File: src/rtl/alu_ctrl_pkg.sv
`default_nettype none
// +--------------------------------------------------------------------------+
// | alu_ctrl_pkg                                                             |
// | Shared definitions for the ALU issue controller: operation codes, FSM    |
// | state encoding, result record and small combinational helpers.           |
// | Ports: none (package).                                                   |
// | Revision: 1.0 - initial release                                          |
// +--------------------------------------------------------------------------+
package alu_ctrl_pkg;

  localparam logic [3:0] F_AND = 4'b0000;
  localparam logic [3:0] F_OR  = 4'b0001;
  localparam logic [3:0] F_ADD = 4'b0010;
  localparam logic [3:0] F_NOR = 4'b0011;
  localparam logic [3:0] F_XOR = 4'b0100;
  localparam logic [3:0] F_SUB = 4'b0110;
  localparam logic [3:0] F_MUL = 4'b1010;
  localparam logic [3:0] F_DIV = 4'b1011;
  localparam logic [3:0] F_REM = 4'b1100;

  localparam int DIV_ITERS = 32;

  typedef enum logic [1:0] {
    IDLE = 2'd0,
    MUL  = 2'd1,
    DIV  = 2'd2,
    DONE = 2'd3
  } state_e;

  typedef struct packed {
    logic [31:0] data;
    logic        zero;
    logic        ovf;
    logic        err;
  } res_t;

  // Build a result record; the zero flag always follows the final data.
  function automatic res_t mk_res(input logic [31:0] d, input logic ovf, input logic err);
    res_t r;
    r.data = d;
    r.zero = (d == 32'd0);
    r.ovf  = ovf;
    r.err  = err;
    return r;
  endfunction

  function automatic logic is_single(input logic [3:0] f);
    return (f == F_ADD) || (f == F_SUB) || (f == F_AND) ||
           (f == F_OR)  || (f == F_NOR) || (f == F_XOR);
  endfunction

  function automatic logic [31:0] mul16(input logic [15:0] a, input logic [15:0] b);
    return 32'(a) * 32'(b);
  endfunction

  // Single-cycle operations; only called for codes where is_single() holds.
  function automatic res_t alu_single(input logic [3:0] f, input logic [31:0] a,
                                      input logic [31:0] b);
    logic [31:0] r;
    logic        ov;
    r  = 32'd0;
    ov = 1'b0;
    case (f)
      F_ADD: begin
        r  = a + b;
        ov = (a[31] == b[31]) && (r[31] != a[31]);
      end
      F_SUB: begin
        r  = a - b;
        ov = (a[31] != b[31]) && (r[31] != a[31]);
      end
      F_AND:   r = a & b;
      F_OR:    r = a | b;
      F_NOR:   r = ~(a | b);
      F_XOR:   r = a ^ b;
      default: r = 32'd0;
    endcase
    return mk_res(r, ov, 1'b0);
  endfunction

endpackage
`default_nettype wire

File: src/rtl/alu_op_sequencer_divider.sv
`default_nettype none
// +--------------------------------------------------------------------------+
// | seq_divider                                                              |
// | Restoring unsigned 32-bit divider, one quotient bit per cycle.           |
// | Ports: clk_i, reset_i (sync, active high), start_i (load a_i/b_i),       |
// |        busy_o (iterating), done_o (one-cycle pulse, quo_o/rem_o valid),  |
// |        quo_o, rem_o.                                                     |
// | Revision: 1.0 - initial release                                          |
// +--------------------------------------------------------------------------+
module seq_divider
  import alu_ctrl_pkg::*;
(
  input  logic        clk_i,
  input  logic        reset_i,
  input  logic        start_i,
  input  logic [31:0] a_i,
  input  logic [31:0] b_i,
  output logic        busy_o,
  output logic        done_o,
  output logic [31:0] quo_o,
  output logic [31:0] rem_o
);

  localparam int CW = $clog2(DIV_ITERS + 1);

  logic [31:0]   quo_q;
  logic [31:0]   rem_q;
  logic [31:0]   div_q;
  logic [CW-1:0] cnt_q;
  logic          busy_q;
  logic          done_q;

  // Partial remainder shifted left with the next dividend bit, and the trial
  // subtraction; a set borrow bit means the divisor does not fit.
  logic [32:0] w_shift;
  logic [32:0] w_diff;

  assign w_shift = {rem_q, quo_q[31]};
  assign w_diff  = w_shift - {1'b0, div_q};

  always_ff @(posedge clk_i) begin
    if (reset_i) begin
      quo_q  <= '0;
      rem_q  <= '0;
      div_q  <= '0;
      cnt_q  <= '0;
      busy_q <= 1'b0;
      done_q <= 1'b0;
    end else begin
      done_q <= 1'b0;
      if (start_i && !busy_q) begin
        quo_q  <= a_i;
        rem_q  <= '0;
        div_q  <= b_i;
        cnt_q  <= CW'(DIV_ITERS);
        busy_q <= 1'b1;
      end else if (busy_q) begin
        if (w_diff[32]) begin
          rem_q <= w_shift[31:0];
          quo_q <= {quo_q[30:0], 1'b0};
        end else begin
          rem_q <= w_diff[31:0];
          quo_q <= {quo_q[30:0], 1'b1};
        end
        cnt_q <= cnt_q - CW'(1);
        if (cnt_q == CW'(1)) begin
          busy_q <= 1'b0;
          done_q <= 1'b1;
        end
      end
    end
  end

  assign busy_o = busy_q;
  assign done_o = done_q;
  assign quo_o  = quo_q;
  assign rem_o  = rem_q;

endmodule
`default_nettype wire

File: src/rtl/alu_op_sequencer.sv
`default_nettype none
// +--------------------------------------------------------------------------+
// | alu_op_sequencer                                                         |
// | Multi-cycle issue controller for the shared 32-bit integer ALU.          |
// | Logic/add/sub finish in one cycle, multiply after MUL_LAT cycles, divide |
// | through the iterative seq_divider. Result and flags are registered and  |
// | held until consumed.                                                     |
// | Ports: clk_i, reset_i (sync, active high);                               |
// |        request  : req_valid_i, req_ready_o, req_funct_i, req_a_i, req_b_i|
// |        response : res_valid_o, res_ready_i, res_data_o, res_zero_o,      |
// |                   res_ovf_o, res_err_o                                   |
// | Option: define ALU_REM_EN to enable code 1100 (unsigned remainder).      |
// | Revision: 1.0 - initial release                                          |
// +--------------------------------------------------------------------------+
module alu_op_sequencer
  import alu_ctrl_pkg::*;
#(
  parameter int MUL_LAT = 2,
  parameter int DATA_W  = 32
) (
  input  logic              clk_i,
  input  logic              reset_i,
  input  logic              req_valid_i,
  output logic              req_ready_o,
  input  logic [3:0]        req_funct_i,
  input  logic [DATA_W-1:0] req_a_i,
  input  logic [DATA_W-1:0] req_b_i,
  output logic              res_valid_o,
  input  logic              res_ready_i,
  output logic [DATA_W-1:0] res_data_o,
  output logic              res_zero_o,
  output logic              res_ovf_o,
  output logic              res_err_o
);

  localparam int CNT_W = (MUL_LAT > 1) ? $clog2(MUL_LAT) : 1;

  state_e          state_q, state_d;
  logic [CNT_W-1:0] cnt_q, cnt_d;
  logic [15:0]     a_q, a_d;
  logic [15:0]     b_q, b_d;
  logic [3:0]      funct_q, funct_d;
  res_t            res_q, res_d;

  logic        w_accept;
  logic        w_is_div;
  logic        w_div_start;
  logic        w_div_busy;
  logic        w_div_done;
  logic [31:0] w_div_quo;
  logic [31:0] w_div_rem;
  logic [31:0] w_div_res;

  assign req_ready_o = (state_q == IDLE) && !reset_i;
  assign w_accept    = req_valid_i && req_ready_o;

`ifdef ALU_REM_EN
  assign w_is_div  = (req_funct_i == F_DIV) || (req_funct_i == F_REM);
  assign w_div_res = (funct_q == F_REM) ? w_div_rem : w_div_quo;
`else
  logic w_unused_rem;
  assign w_is_div     = (req_funct_i == F_DIV);
  assign w_div_res    = w_div_quo;
  assign w_unused_rem = ^{w_div_rem, funct_q, w_div_busy};
`endif

  seq_divider u_div (
    .clk_i   (clk_i),
    .reset_i (reset_i),
    .start_i (w_div_start),
    .a_i     (req_a_i),
    .b_i     (req_b_i),
    .busy_o  (w_div_busy),
    .done_o  (w_div_done),
    .quo_o   (w_div_quo),
    .rem_o   (w_div_rem)
  );

  always_comb begin
    state_d     = state_q;
    cnt_d       = cnt_q;
    a_d         = a_q;
    b_d         = b_q;
    funct_d     = funct_q;
    res_d       = res_q;
    w_div_start = 1'b0;
    case (state_q)
      IDLE: begin
        if (w_accept) begin
          a_d     = req_a_i[15:0];
          b_d     = req_b_i[15:0];
          funct_d = req_funct_i;
          if (is_single(req_funct_i)) begin
            res_d   = alu_single(req_funct_i, req_a_i, req_b_i);
            state_d = DONE;
          end else if (req_funct_i == F_MUL) begin
            if (MUL_LAT <= 1) begin
              res_d   = mk_res(mul16(req_a_i[15:0], req_b_i[15:0]), 1'b0, 1'b0);
              state_d = DONE;
            end else begin
              cnt_d   = CNT_W'(MUL_LAT - 1);
              state_d = MUL;
            end
          end else if (w_is_div) begin
            if (req_b_i == '0) begin
              // Divide by zero bypasses the divider entirely.
              res_d   = mk_res((req_funct_i == F_DIV) ? 32'hFFFF_FFFF : req_a_i,
                               1'b0, 1'b1);
              state_d = DONE;
            end else begin
              w_div_start = 1'b1;
              state_d     = DIV;
            end
          end else begin
            res_d   = mk_res(32'd0, 1'b0, 1'b1);
            state_d = DONE;
          end
        end
      end
      MUL: begin
        cnt_d = cnt_q - CNT_W'(1);
        // Result is captured on the final count so it is valid on DONE entry.
        if (cnt_q <= CNT_W'(1)) begin
          res_d   = mk_res(mul16(a_q, b_q), 1'b0, 1'b0);
          state_d = DONE;
        end
      end
      DIV: begin
        if (w_div_done) begin
          res_d   = mk_res(w_div_res, 1'b0, 1'b0);
          state_d = DONE;
        end
      end
      DONE: begin
        if (res_ready_i) begin
          state_d = IDLE;
        end
      end
      default: state_d = IDLE;
    endcase
  end

  always_ff @(posedge clk_i) begin
    if (reset_i) begin
      state_q <= IDLE;
      cnt_q   <= '0;
      a_q     <= '0;
      b_q     <= '0;
      funct_q <= '0;
      res_q   <= '0;
    end else begin
      state_q <= state_d;
      cnt_q   <= cnt_d;
      a_q     <= a_d;
      b_q     <= b_d;
      funct_q <= funct_d;
      res_q   <= res_d;
    end
  end

  assign res_valid_o = (state_q == DONE);
  assign res_data_o  = res_q.data;
  assign res_zero_o  = res_q.zero;
  assign res_ovf_o   = res_q.ovf;
  assign res_err_o   = res_q.err;

endmodule
`default_nettype wire

File: config.mk
export PLATFORM = sky130hd
export DESIGN_NAME = alu_op_sequencer
export DESIGN_NICKNAME = d
export VERILOG_FILES = /design/src/rtl/alu_ctrl_pkg.sv /design/src/rtl/alu_op_sequencer_divider.sv /design/src/rtl/alu_op_sequencer.sv
export SDC_FILE = /design/constraint.sdc
export NUM_CORES = 1
export LEC_CHECK = 0
export BUFFER_PORTS_ARGS = -buffer_cell sky130_fd_sc_hd__buf_4
export CAP_MARGIN = 20
export CORE_MARGIN = 2
export CORE_UTILIZATION = 43
export DETAILED_ROUTE_END_ITERATION = 7
export MAX_ROUTING_LAYER = met4
export RECOVER_POWER = 50
export SLEW_MARGIN = 5
export SYNTH_ARGS = -nofsm -noshare
export SYNTH_HDL_FRONTEND = slang
export SYNTH_SLANG_ARGS = --single-unit
File: constraint.sdc
create_clock -name clk_i -period 7.5 [get_ports clk_i]
set_input_delay 1.125 -clock clk_i [delete_from_list [all_inputs] [get_ports clk_i]]
set_output_delay 1.125 -clock clk_i [all_outputs]
set_load 0.1 [all_outputs]
==> impl_metrics.py, run 1 <==
metrics = {
    "placement": {
        "dp.cells": 3818,
        "post_dp_cell_area_sq_um": 25400,
        "post-dp-hpwl_microns": 68900,
        "gp_congestion": 1.03,
        "port_buffers": 108,
    },
    "detailed_routing": {
        "firstDrtPassIters": 5,
        "drt_iter0_drc": 1949,
        "routed_wl_microns": 87200,
        "antenna_left": 0,
        "route.detailed.drc": 0,
        "via_per_inst": 5.99,
        "vias": 23046,
        "drt-wirelength-per-cell_microns": 22.7,
    },
    "clock_tree": {
        "cts_tree": "done",
        "clk_pin_slew_ns": 0.09,
        "cts_inserted_buffers": 17,
        "htreeDepth": 4,
        "clk_latency_ns": 0.50,
        "clkSinkCount": 173,
        "postCtsSetupBuffers": 0,
        "root_buffer": "clkbuf_16",
        "clock_path_buffers": 2,
    },
    "synthesis": {
        "synth_cells": 3112,
        "synth-edff-count": 0,
        "synth_area_leaders": "fa_1, dfxtp_1, ha_1, inv_1, a21oi_1",
        "yosysUniqueCellTypes": 92,
        "synth.avg_cell_area_sq_um": 7.64,
        "synth_top_area_share_pct": 16.6,
        "syn-num-nets": 3618,
        "synth-seq-cells": 173,
        "netlist_area_sq_um": 23800,
        "synth_common_cells": "inv_1, nand2_1, nor2_1, a21oi_1, ha_1",
        "ys_warn_count": 0,
        "yosysSeqAreaShare_pct": 14.6,
        "ys.flop_type": "dfxtp_1",
        "synth.largest_area_cell": "fa_1",
        "synth-async-reset-ratio_pct": 0,
        "synth.most_common_cell": "inv_1",
    },
    "timing": {
        "fmax_ghz": 0.139,
        "min_period_over_period_pct": 96.0,
        "fin_setup_tns_ns": 0,
        "hold_viol": 0,
        "tightestPinTransition_ns": 3.31,
        "period_minus_slack_ns": 7.20,
        "rsz0062_at_grt": "no",
        "finalMaxSlewViolations": 162,
        "fin_skew_ns": 0.0196,
        "maxSlewHeadroom_pct": -120,
        "finalSetupViolCount": 0,
        "hold_ws_ns": 0.459,
    },
    "critical_path": {
        "ff2ff_path_depth": 23,
        "crit_slowest_cell": "dfxtp_1",
        "path_max_fanout": 11,
        "end_kind": "register",
        "path_cells": "buf_4, nand2_1, fa_1, inv_1, fa_1, ha_1, inv_1, fa_1, fa_1, inv_1, fa_1, ha_1, o21a_2, o21a_2, o211a_1, o21ai_0, a211oi_1, or3_1, or4_1, or4_1, or4b_1, a21oi_1, a41o_1",
        "worstPathArrival_ns": 7.64,
        "r2r_start": "a_q[4]",
        "crit_top_cell": "fa_1",
        "timing.rr.end": "res_zero_o",
        "slowest_delay_ns": 0.58,
        "reg2reg_slack_ns": 0.30,
        "start_kind": "register",
        "cp.required_ns": 7.94,
        "worstSetupPathType": "reg -> reg",
    },
    "power": {
        "leakage_nw": 11.8,
        "power_density_nw_per_um2": 217,
        "vdd_ir_drop_max_mv": 0.230,
    },
    "run_status": {
        "status": "finished with violations",
        "violations": "max-capacitance violations, max-slew violations",
    },
    "worst_hold_path": {
        "hp-class": "reg -> reg",
        "whs_path_depth": 2,
        "min_from": "u_div.div_q[31]",
        "hold_end": "u_div.div_q[31]",
    },
    "finish": {
        "syn_to_final_growth_pct": 8.90,
        "drive_gt1_share_pct": 8.07,
        "antennaDiodeCount": 0,
        "layout.nets": 3639,
        "finalInstanceArea_sq_um": 25900,
        "fin_cells": 3850,
    },
    "die": {
        "core_sq_um": 54900,
        "start_util_pct": 43.3,
        "dieHeight_microns": 239,
        "die_area_sq_um": 57200,
        "dieWidth_microns": 239,
        "row_count": 86,
        "ios": 109,
    },
    "global_route": {
        "grt_overflow": 0,
        "grt_max_degree": 81,
        "grt_use_total_pct": 31.5,
        "grt_pass1_wl_microns": 134000,
        "grt_pass1_vias": 22320,
        "antenna_found_initial": 1,
    },
    "run": {
        "maxCapViolations": 3,
    },
}
==> final cells by class <==
type | count | area [sq um]
clock buffers | 17 | 425
clock inverters | 15 | 196
fillers | 5547 | 29000
inverters | 375 | 1410
multi-input cells | 2384 | 18300
flip-flops and latches | 173 | 3490
well taps | 704 | 881
repair buffers | 182 | 1220
==> worst max path at each step <==
stage                       start         end  depth (start not counted)
after global placement    b_q[10]  res_zero_o                         23
final                      a_q[4]  res_zero_o                         23
after global routing       a_q[4]  res_zero_o                         23
after floorplan            b_q[7]  res_zero_o                         27
after detailed placement  b_q[10]  res_zero_o                         23
after CTS                  a_q[8]  res_zero_o                         23
==> state kept, by name (all words and copies together), names as in the netlist <==
| register | cells |
|---|---|
| a_q | 16 |
| res_data_o | 32 |
| res_err_o | 1 |
| res_zero_o | 1 |
| u_div.rem_o | 32 |
| u_div.cnt_q | 6 |
| state_q | 2 |
| u_div.done_o | 1 |
| res_ovf_o | 1 |
| u_div.quo_o | 32 |
| u_div.busy_o | 1 |
| b_q | 16 |
| u_div.div_q | 32 |
==> worst max-delay path: cells and delay by family (launching register included) <==
family | cells | cell delay [ns]
buffers and inverters | 4 | 0.39
AO/OA/AOI/OAI | 7 | 1.33
AND/OR/NAND/NOR | 5 | 1.85
flip-flops | 1 | 0.58
adder cells (fa/ha/maj) | 7 | 2.99
==> report_power, final <==
part / leakage (nW) / switching [W] / internal, W
clock network: 0.299 / 0.000509 / 0.000455
registers: 1.41 / 0.000161 / 0.00104
logic: 10.1 / 0.00241 / 0.00103
total: 11.8 / 0.00308 / 0.00253
==> cells by family (layout without fill, tap and decap cells) <==
family / after synthesis / after routing / synth area share [%]
simple gates: 1028 / 1028 / 20.7
compound gates: 793 / 793 / 21.7
buf+inv: 555 / 589 / 8.94
fa+ha+maj: 434 / 434 / 29.1
flops: 173 / 173 / 14.6
xor+xnor: 87 / 87 / 3.24
mux: 42 / 42 / 1.79
==> what timing repair did <==
action / CTS / global route
resized for setup: 1 / 30
hold buffers: 0 / 0
pin swaps: 0 / 1
setup endpoints to repair: 1 / 2
==> routing by layer <==
layer | share of wire [%] | track usage [%] | up-vias
met4 | 4.3 | 12.4 | 0
met1 | 42 | 39.7 | 11258
met5 | 0 | - | -
met2 | 47 | 51.1 | 959
met3 | 6.4 | 4.38 | 188
li1 | - | - | 10641
==> per-stage QoR <==
| stage | utilization [%] | total power [W] | setup slack (ns) |
|---|---|---|---|
| floorplan | - | 0.00356 | 0.378 |
| global placement | 46.2 | 0.00461 | 0.0317 |
| detailed placement | 46.2 | 0.00463 | -0.00340 |
| CTS | 47.3 | 0.00563 | 0.149 |
| global route | 47.2 | 0.00593 | 0.00462 |
| finish | 47.2 | 0.00561 | 0.300 |
==> layout by cell type (no fill, tap or decap), types with 21 or more instances in the layout <==
cell type and n:
buf_4 144, o21ai_0 128, mux2i_1 38, ha_1 235, nand2_1 323, nor2_1 284
and2_1 124, dfxtp_2 21, inv_1 374, fa_1 197, xnor2_1 68, a21oi_1 263
a22oi_1 32, nand3b_1 40, clkbuf_1 38, a21o_1 51, dfxtp_1 152, o211ai_1 36
nand3_1 42, nor4_1 31, nor3_1 50, a211oi_1 39, nor2b_1 22, a31oi_1 24
Power figures use the tool's default switching activity.
==> run 2: changes to the inputs <==
--- a/config.mk
+++ b/config.mk
@@ -7,10 +7,13 @@
 export LEC_CHECK = 0
 export BUFFER_PORTS_ARGS = -buffer_cell sky130_fd_sc_hd__buf_4
 export CAP_MARGIN = 20
+export CELL_PAD_IN_SITES_DETAIL_PLACEMENT = 1
+export CELL_PAD_IN_SITES_GLOBAL_PLACEMENT = 1
 export CORE_MARGIN = 2
 export CORE_UTILIZATION = 43
 export DETAILED_ROUTE_END_ITERATION = 7
 export MAX_ROUTING_LAYER = met4
+export PLACE_DENSITY_LB_ADDON = 0.1
 export RECOVER_POWER = 50
 export SLEW_MARGIN = 5
 export SYNTH_ARGS = -nofsm -noshare
==> constraint.sdc (replaced) <==
create_clock -name clk_i -period 8.1 [get_ports clk_i]
set_input_delay 1.215 -clock clk_i [delete_from_list [all_inputs] [get_ports clk_i]]
set_output_delay 1.215 -clock clk_i [all_outputs]
set_load 0.1 [all_outputs]
==> run 2 against run 1 <==
Net effect: the run still ends with max-capacitance violations, max-slew violations left; fmax down 6.2%; cell area decreased by 1.1%; sequential cell count unchanged; sequential power shrank 4%; utilization shrank 0.54 points; global-route usage increased by 2.5 points; first-iteration DRC count decreased by 22%; clock-buffer cell count up 4; sequential share of layout area up 0.072 points; non-clock buffer count decreased by 29; wire length rose by 6.8%; critical path type unchanged; largest power group unchanged; highest routed layer unchanged.
==> impl_metrics.py, run 2 (same netlist as run 1, synthesis figures left out) <==
metrics = {
    "timing": {
        "finalMaxSlewViolations": 178,
        "tightestPinTransition_ns": 3.25,
        "fin_skew_ns": 0.0116,
        "maxSlewHeadroom_pct": -117,
        "period_minus_slack_ns": 7.68,
        "hold_ws_ns": 0.457,
        "fmax_ghz": 0.130,
        "min_period_over_period_pct": 94.8,
        "finalSetupViolCount": 0,
        "fin_setup_tns_ns": 0,
        "rsz0062_at_grt": "no",
        "hold_viol": 0,
    },
    "detailed_routing": {
        "antenna_left": 0,
        "route.detailed.drc": 0,
        "vias": 23069,
        "via_per_inst": 6.03,
        "routed_wl_microns": 93100,
        "firstDrtPassIters": 7,
        "drt_iter0_drc": 1526,
        "drt-wirelength-per-cell_microns": 24.4,
    },
    "critical_path": {
        "path_max_fanout": 17,
        "crit_slowest_cell": "dfxtp_1",
        "slowest_delay_ns": 0.73,
        "path_cells": "nand2_1, fa_1, fa_1, inv_1, fa_1, fa_1, fa_1, inv_1, fa_1, inv_1, ha_1, a21oi_1, o221ai_1, a211oi_1, a211oi_1, a211o_1, xor2_1, or4_1, or4b_1, a21oi_1, a41o_1",
        "end_kind": "register",
        "worstPathArrival_ns": 8.10,
        "start_kind": "register",
        "crit_family": "adder cells",
        "cp.required_ns": 8.52,
        "crit_top_cell": "fa_1",
        "crit_buf_inv": 3,
        "worstSetupPathType": "reg -> reg",
    },
    "clock_tree": {
        "clock_path_buffers": 2,
        "htreeDepth": 4,
        "clkSinkCount": 173,
        "clk_pin_slew_ns": 0.07,
        "clk_latency_ns": 0.48,
        "cts_inserted_buffers": 17,
        "root_buffer": "clkbuf_16",
        "cts_tree": "done",
        "cts_hold_buf": 0,
    },
    "die": {
        "start_util_pct": 43.3,
        "core_sq_um": 54900,
        "ios": 109,
        "dieHeight_microns": 239,
        "row_count": 86,
        "die_area_sq_um": 57200,
        "dieWidth_microns": 239,
    },
    "power": {
        "clockPowerShare_pct": 16.7,
        "vdd_ir_drop_max_mv": 0.333,
        "leakage_nw": 11.7,
        "p_seq_share_pct": 22.3,
        "power_density_nw_per_um2": 201,
        "internal_power_w": 0.00233,
        "swShare_pct": 54.5,
        "comb_power_share_pct": 61.0,
        "power_switching_w": 0.00280,
    },
    "finish": {
        "finalInstanceArea_sq_um": 25600,
        "mostFrequentLayoutCells": "inv_1, nand2_1, nor2_1",
        "final_util_pct": 46.6,
        "syn_to_final_growth_pct": 7.66,
        "layout.nets": 3610,
        "drive_gt1_share_pct": 6.32,
        "mostFrequentLayoutCell": "inv_1",
    },
    "global_route": {
        "grt_pass1_wl_microns": 144000,
        "antenna_found_initial": 5,
        "grt_pass1_vias": 24404,
        "grt_max_degree": 84,
        "grt_overflow": 0,
        "grt_use_total_pct": 34.0,
    },
    "run_status": {
        "status": "finished with violations",
        "violations": "max-capacitance violations, max-slew violations",
    },
    "placement": {
        "post_dp_cell_area_sq_um": 25100,
        "port_buffers": 108,
        "gp_congestion": 0.932,
        "post-dp-hpwl_microns": 75100,
    },
    "worst_hold_path": {
        "hp-class": "reg -> reg",
    },
    "run": {
        "maxCapViolations": 3,
    },
}
run 2: worst reg2reg max path: cells and delay by family, from the launching register on:
kind            cells  cell delay, ns
buf+inv             3            0.15
compound gates      7            1.71
xor+xnor            1            0.26
simple gates        3            1.32
fa+ha+maj           7            3.45
flops               1            0.73
run 2: worst paths after layout:
check / depth (start not counted) / slack [ns] / endpoint / start
hold / removal: 2 / 0.46 / u_div.div_q[25] / u_div.div_q[25]
hold reg to reg: 2 / 0.46 / u_div.div_q[25] / u_div.div_q[25]
setup / recovery: 21 / 0.42 / res_zero_o / b_q[1]
setup reg to reg: 21 / 0.42 / res_zero_o / b_q[1]
run 2: layer usage:
metal / vias up / part of all wire [%] / routed length, microns / GRT usage (%)
met2: 683 / 48 / 44700 / 56.1
met3: 205 / 4.4 / 4090 / 4.11
met1: 11616 / 42 / 39100 / 40.9
met4: 0 / 5.6 / 5240 / 17.1
met5: - / 0 / 0 / -
li1: 10565 / - / - / -
run 2: repair_timing:
action / in CTS / in global routing
endpoints found under the setup margin: 0 / 1
endpoints found under the hold margin: 0 / 0
setup buffers: 0 / 0
resized for setup: 0 / 3
run 2: through the flow:
| step | std cells | worst slack (ns) | total power (W) |
|---|---|---|---|
| after floorplan | 3112 | 0.978 | 0.00330 |
| after detailed placement | 3788 | 0.352 | 0.00429 |
| after global placement | 3788 | 0.453 | 0.00424 |
| after global routing | 3824 | 0.0637 | 0.00544 |
| after CTS | 3819 | 0.272 | 0.00518 |
| final | 3824 | 0.424 | 0.00513 |
run 2: power by group through the flow:
stage / logic, W / clock network (W) / registers [W]
CTS: 0.00316 / 0.000881 / 0.00115
floorplan: 0.00177 / 0 / 0.00152
finish: 0.00313 / 0.000857 / 0.00115
global route: 0.00337 / 0.000906 / 0.00116
global placement: 0.00308 / 0 / 0.00116
detailed placement: 0.00313 / 0 / 0.00116
run 2: area by class of cell:
type	instances	area [sq um]
fill	6834	29300
multi-input combinational	2384	18200
sequential	173	3470
inverter	375	1410
timing repair buffer	153	1010
tap	704	881
clock buffer	21	470
clock inverter	10	103
antenna	4	10.0
==> run 3: changes to the inputs <==
--- a/config.mk
+++ b/config.mk
@@ -6,7 +6,7 @@
 export NUM_CORES = 1
 export LEC_CHECK = 0
 export BUFFER_PORTS_ARGS = -buffer_cell sky130_fd_sc_hd__buf_4
-export CAP_MARGIN = 20
+export CAP_MARGIN = 15
 export CELL_PAD_IN_SITES_DETAIL_PLACEMENT = 1
 export CELL_PAD_IN_SITES_GLOBAL_PLACEMENT = 1
 export CORE_MARGIN = 2
@@ -18,4 +18,5 @@
 export SLEW_MARGIN = 5
 export SYNTH_ARGS = -nofsm -noshare
 export SYNTH_HDL_FRONTEND = slang
+export SYNTH_HIERARCHICAL = 1
 export SYNTH_SLANG_ARGS = --single-unit
==> constraint.sdc (replaced) <==
create_clock -name clk_i -period 7.3 [get_ports clk_i]
set_input_delay 1.095 -clock clk_i [delete_from_list [all_inputs] [get_ports clk_i]]
set_output_delay 1.095 -clock clk_i [all_outputs]
set_load 0.1 [all_outputs]
==> run 3 against run 2 <==
Net effect: the flow still finishes with violations (max-capacitance violations, max-slew violations); synthesized cell count is 2.0% higher; via count rose by 4.3%; cell area rose by 2.4%; combinational power increased by 20%; wire length is 10% higher; sequential share of layout area is 0.31 points lower; critical path depth grew 1; critical path type unchanged; sequential cell count is the same; cell count increased by 3.3%; non-clock buffer count is 26 higher; first-iteration DRC count grew 22%; sequential power rose by 7%.
==> impl_metrics.py, run 3 <==
metrics = {
    "synthesis": {
        "synth_common_cells": "nand2_1, inv_1, a21oi_1, nor2_1, ha_1",
        "yosysSeqAreaShare_pct": 14.3,
        "ys_warn_count": 6,
        "syn-num-nets": 3680,
        "synth.avg_cell_area_sq_um": 7.65,
        "synth-edff-count": 0,
        "synth-seq-cells": 173,
        "synth_cells": 3174,
        "netlist_area_sq_um": 24300,
        "yosysUniqueCellTypes": 109,
        "synth.most_common_cell": "nand2_1",
        "ys.flop_type": "dfxtp_1",
        "synth_area_leaders": "fa_1, dfxtp_1, ha_1, a21oi_1, nand2_1",
        "synth-async-reset-ratio_pct": 0,
        "synth.largest_area_cell": "fa_1",
        "synth_top_area_share_pct": 16.2,
    },
    "die": {
        "row_count": 87,
        "dieHeight_microns": 242,
        "die_area_sq_um": 58400,
        "core_sq_um": 56100,
        "start_util_pct": 43.3,
        "dieWidth_microns": 242,
        "ios": 109,
    },
    "timing": {
        "rsz0062_at_grt": "no",
        "fin_skew_ns": 0.0182,
        "period_minus_slack_ns": 6.95,
        "maxSlewHeadroom_pct": -204,
        "finalMaxSlewViolations": 159,
        "min_period_over_period_pct": 95.2,
        "finalSetupViolCount": 0,
        "hold_viol": 0,
        "fmax_ghz": 0.144,
        "fin_setup_tns_ns": 0,
        "tightestPinTransition_ns": 4.51,
    },
    "finish": {
        "syn_to_final_growth_pct": 7.87,
        "fillers": 6983,
        "mostFrequentLayoutCells": "nand2_1, inv_1, a21oi_1",
        "layout.nets": 3687,
        "fin_cells": 3952,
        "drive_gt1_share_pct": 7.17,
        "mostFrequentLayoutCell": "nand2_1",
    },
    "global_route": {
        "grt_pass1_wl_microns": 155000,
        "grt_max_degree": 68,
        "antenna_found_initial": 2,
        "grt_pass1_vias": 24859,
        "grt_use_total_pct": 35.9,
        "grt_overflow": 0,
    },
    "detailed_routing": {
        "via_per_inst": 6.09,
        "antenna_left": 0,
        "vias": 24056,
        "drt_iter0_drc": 1860,
        "drt-wirelength-per-cell_microns": 25.9,
        "route.detailed.drc": 0,
        "firstDrtPassIters": 5,
        "routed_wl_microns": 103000,
    },
    "critical_path": {
        "crit_start": "b_q[4]",
        "path_max_fanout": 10,
        "worstPathArrival_ns": 7.37,
        "start_kind": "register",
        "worstSetupPathType": "reg -> reg",
        "cp.required_ns": 7.72,
        "r2r_start": "b_q[4]",
        "end_kind": "register",
    },
    "clock_tree": {
        "root_buffer": "clkbuf_16",
        "clk_pin_slew_ns": 0.09,
        "postCtsSetupBuffers": 0,
        "cts_inserted_buffers": 17,
        "htreeDepth": 4,
        "clkSinkCount": 173,
        "clk_latency_ns": 0.51,
        "cts_tree": "done",
        "clock_path_buffers": 2,
    },
    "worst_hold_path": {
        "hp-class": "reg -> reg",
        "min_from": "u_div/div_q[4]",
    },
    "power": {
        "leakage_nw": 11.7,
        "power_density_nw_per_um2": 228,
        "vdd_ir_drop_max_mv": 0.221,
    },
    "run_status": {
        "status": "finished with violations",
        "violations": "max-capacitance violations, max-slew violations",
    },
    "placement": {
        "post-dp-hpwl_microns": 81900,
        "dp.cells": 3918,
        "port_buffers": 108,
        "gp_congestion": 0.982,
    },
    "run": {
        "maxCapViolations": 4,
    },
}
[run 3: power breakdown]
part | switching [W] | total [W] | leakage, nW | internal [W]
Combinational | 0.00269 | 0.00377 | 10.0 | 0.00108
Sequential | 0.000169 | 0.00123 | 1.41 | 0.00106
Clock | 0.000512 | 0.000968 | 0.278 | 0.000457
Total | 0.00337 | 0.00597 | 11.7 | 0.00260
[run 3: layout make-up]
class                           count  area (sq um)  area share, %
Timing Repair Buffer              179          1190           4.53
Clock inverter                     14           150          0.573
Antenna cell                        2          5.00         0.0191
Tap cell                          756           946           3.61
Sequential cell                   173          3470           13.2
Inverter                          372          1400           5.33
Clock buffer                       18           429           1.64
Multi-Input combinational cell   2438         18600           71.1
[run 3: critical path, stage by stage (launching register included)]
cell and delay (ns):
dfxtp_1 0.40, buf_4 0.21, and2_1 0.18, fa_1 0.54
inv_1 0.05, fa_1 0.46, fa_1 0.53, inv_1 0.06
fa_1 0.49, fa_1 0.52, inv_1 0.06, fa_1 0.48
inv_1 0.04, ha_1 0.33, a21o_1 0.26, a21oi_1 0.40
a21oi_1 0.20, or4_4 0.58, a2111oi_1 0.35, nand4bb_1 0.25
a221o_1 0.18, o211ai_1 0.09, a21oi_1 0.20
[run 3: path summary, 6_finish.rpt]
check	cells past startpoint	endpoint	slack, ns
min reg2reg	2	u_div/div_q[4]	0.46
max reg2reg	22	res_data_o[25]	0.35
min	2	u_div/div_q[4]	0.46
max	22	res_data_o[25]	0.35
[run 3: layer usage]
layer | GRT usage (%) | share of wire, % | vias to the layer above
li1 | - | - | 10832
met1 | 46.5 | 44 | 12132
met2 | 56.6 | 46 | 879
met3 | 4.61 | 6.1 | 213
met4 | 14.7 | 4.6 | 0
met5 | - | 0 | -
[run 3: cells by family (layout without fill, tap and decap cells)]
group | count (synthesis) | in the layout | share of synthesized area, %
xor+xnor | 91 | 91 | 3.39
simple gates | 1054 | 1054 | 21.0
other cells | 0 | 2 | 0
flops | 173 | 173 | 14.3
compound gates | 815 | 815 | 21.9
fa+ha+maj | 434 | 434 | 28.5
buf+inv | 563 | 583 | 9.25
mux | 44 | 44 | 1.82
[run 3: stage by stage]
| stage | utilization (%) | hold WS [ns] | setup slack (ns) | area, sq um | total power, W |
|---|---|---|---|---|---|
| after global placement | 46.0 | 0.445 | 0.296 | 25800 | 0.00493 |
| after floorplan | - | 0.436 | 0.558 | 24300 | 0.00367 |
| after detailed placement | 46.0 | 0.448 | 0.225 | 25800 | 0.00499 |
| after global routing | 46.7 | 0.478 | 0.0142 | 26200 | 0.00628 |
| after CTS | 47.0 | 0.460 | 0.133 | 26300 | 0.00600 |
| final | 46.7 | 0.457 | 0.352 | 26200 | 0.00597 |
[run 3: repair_timing]
action	in CTS	in global routing
hold buffers	0	0
gates resized for setup	0	9
setup endpoints to repair	0	8
hold endpoints to repair	0	0
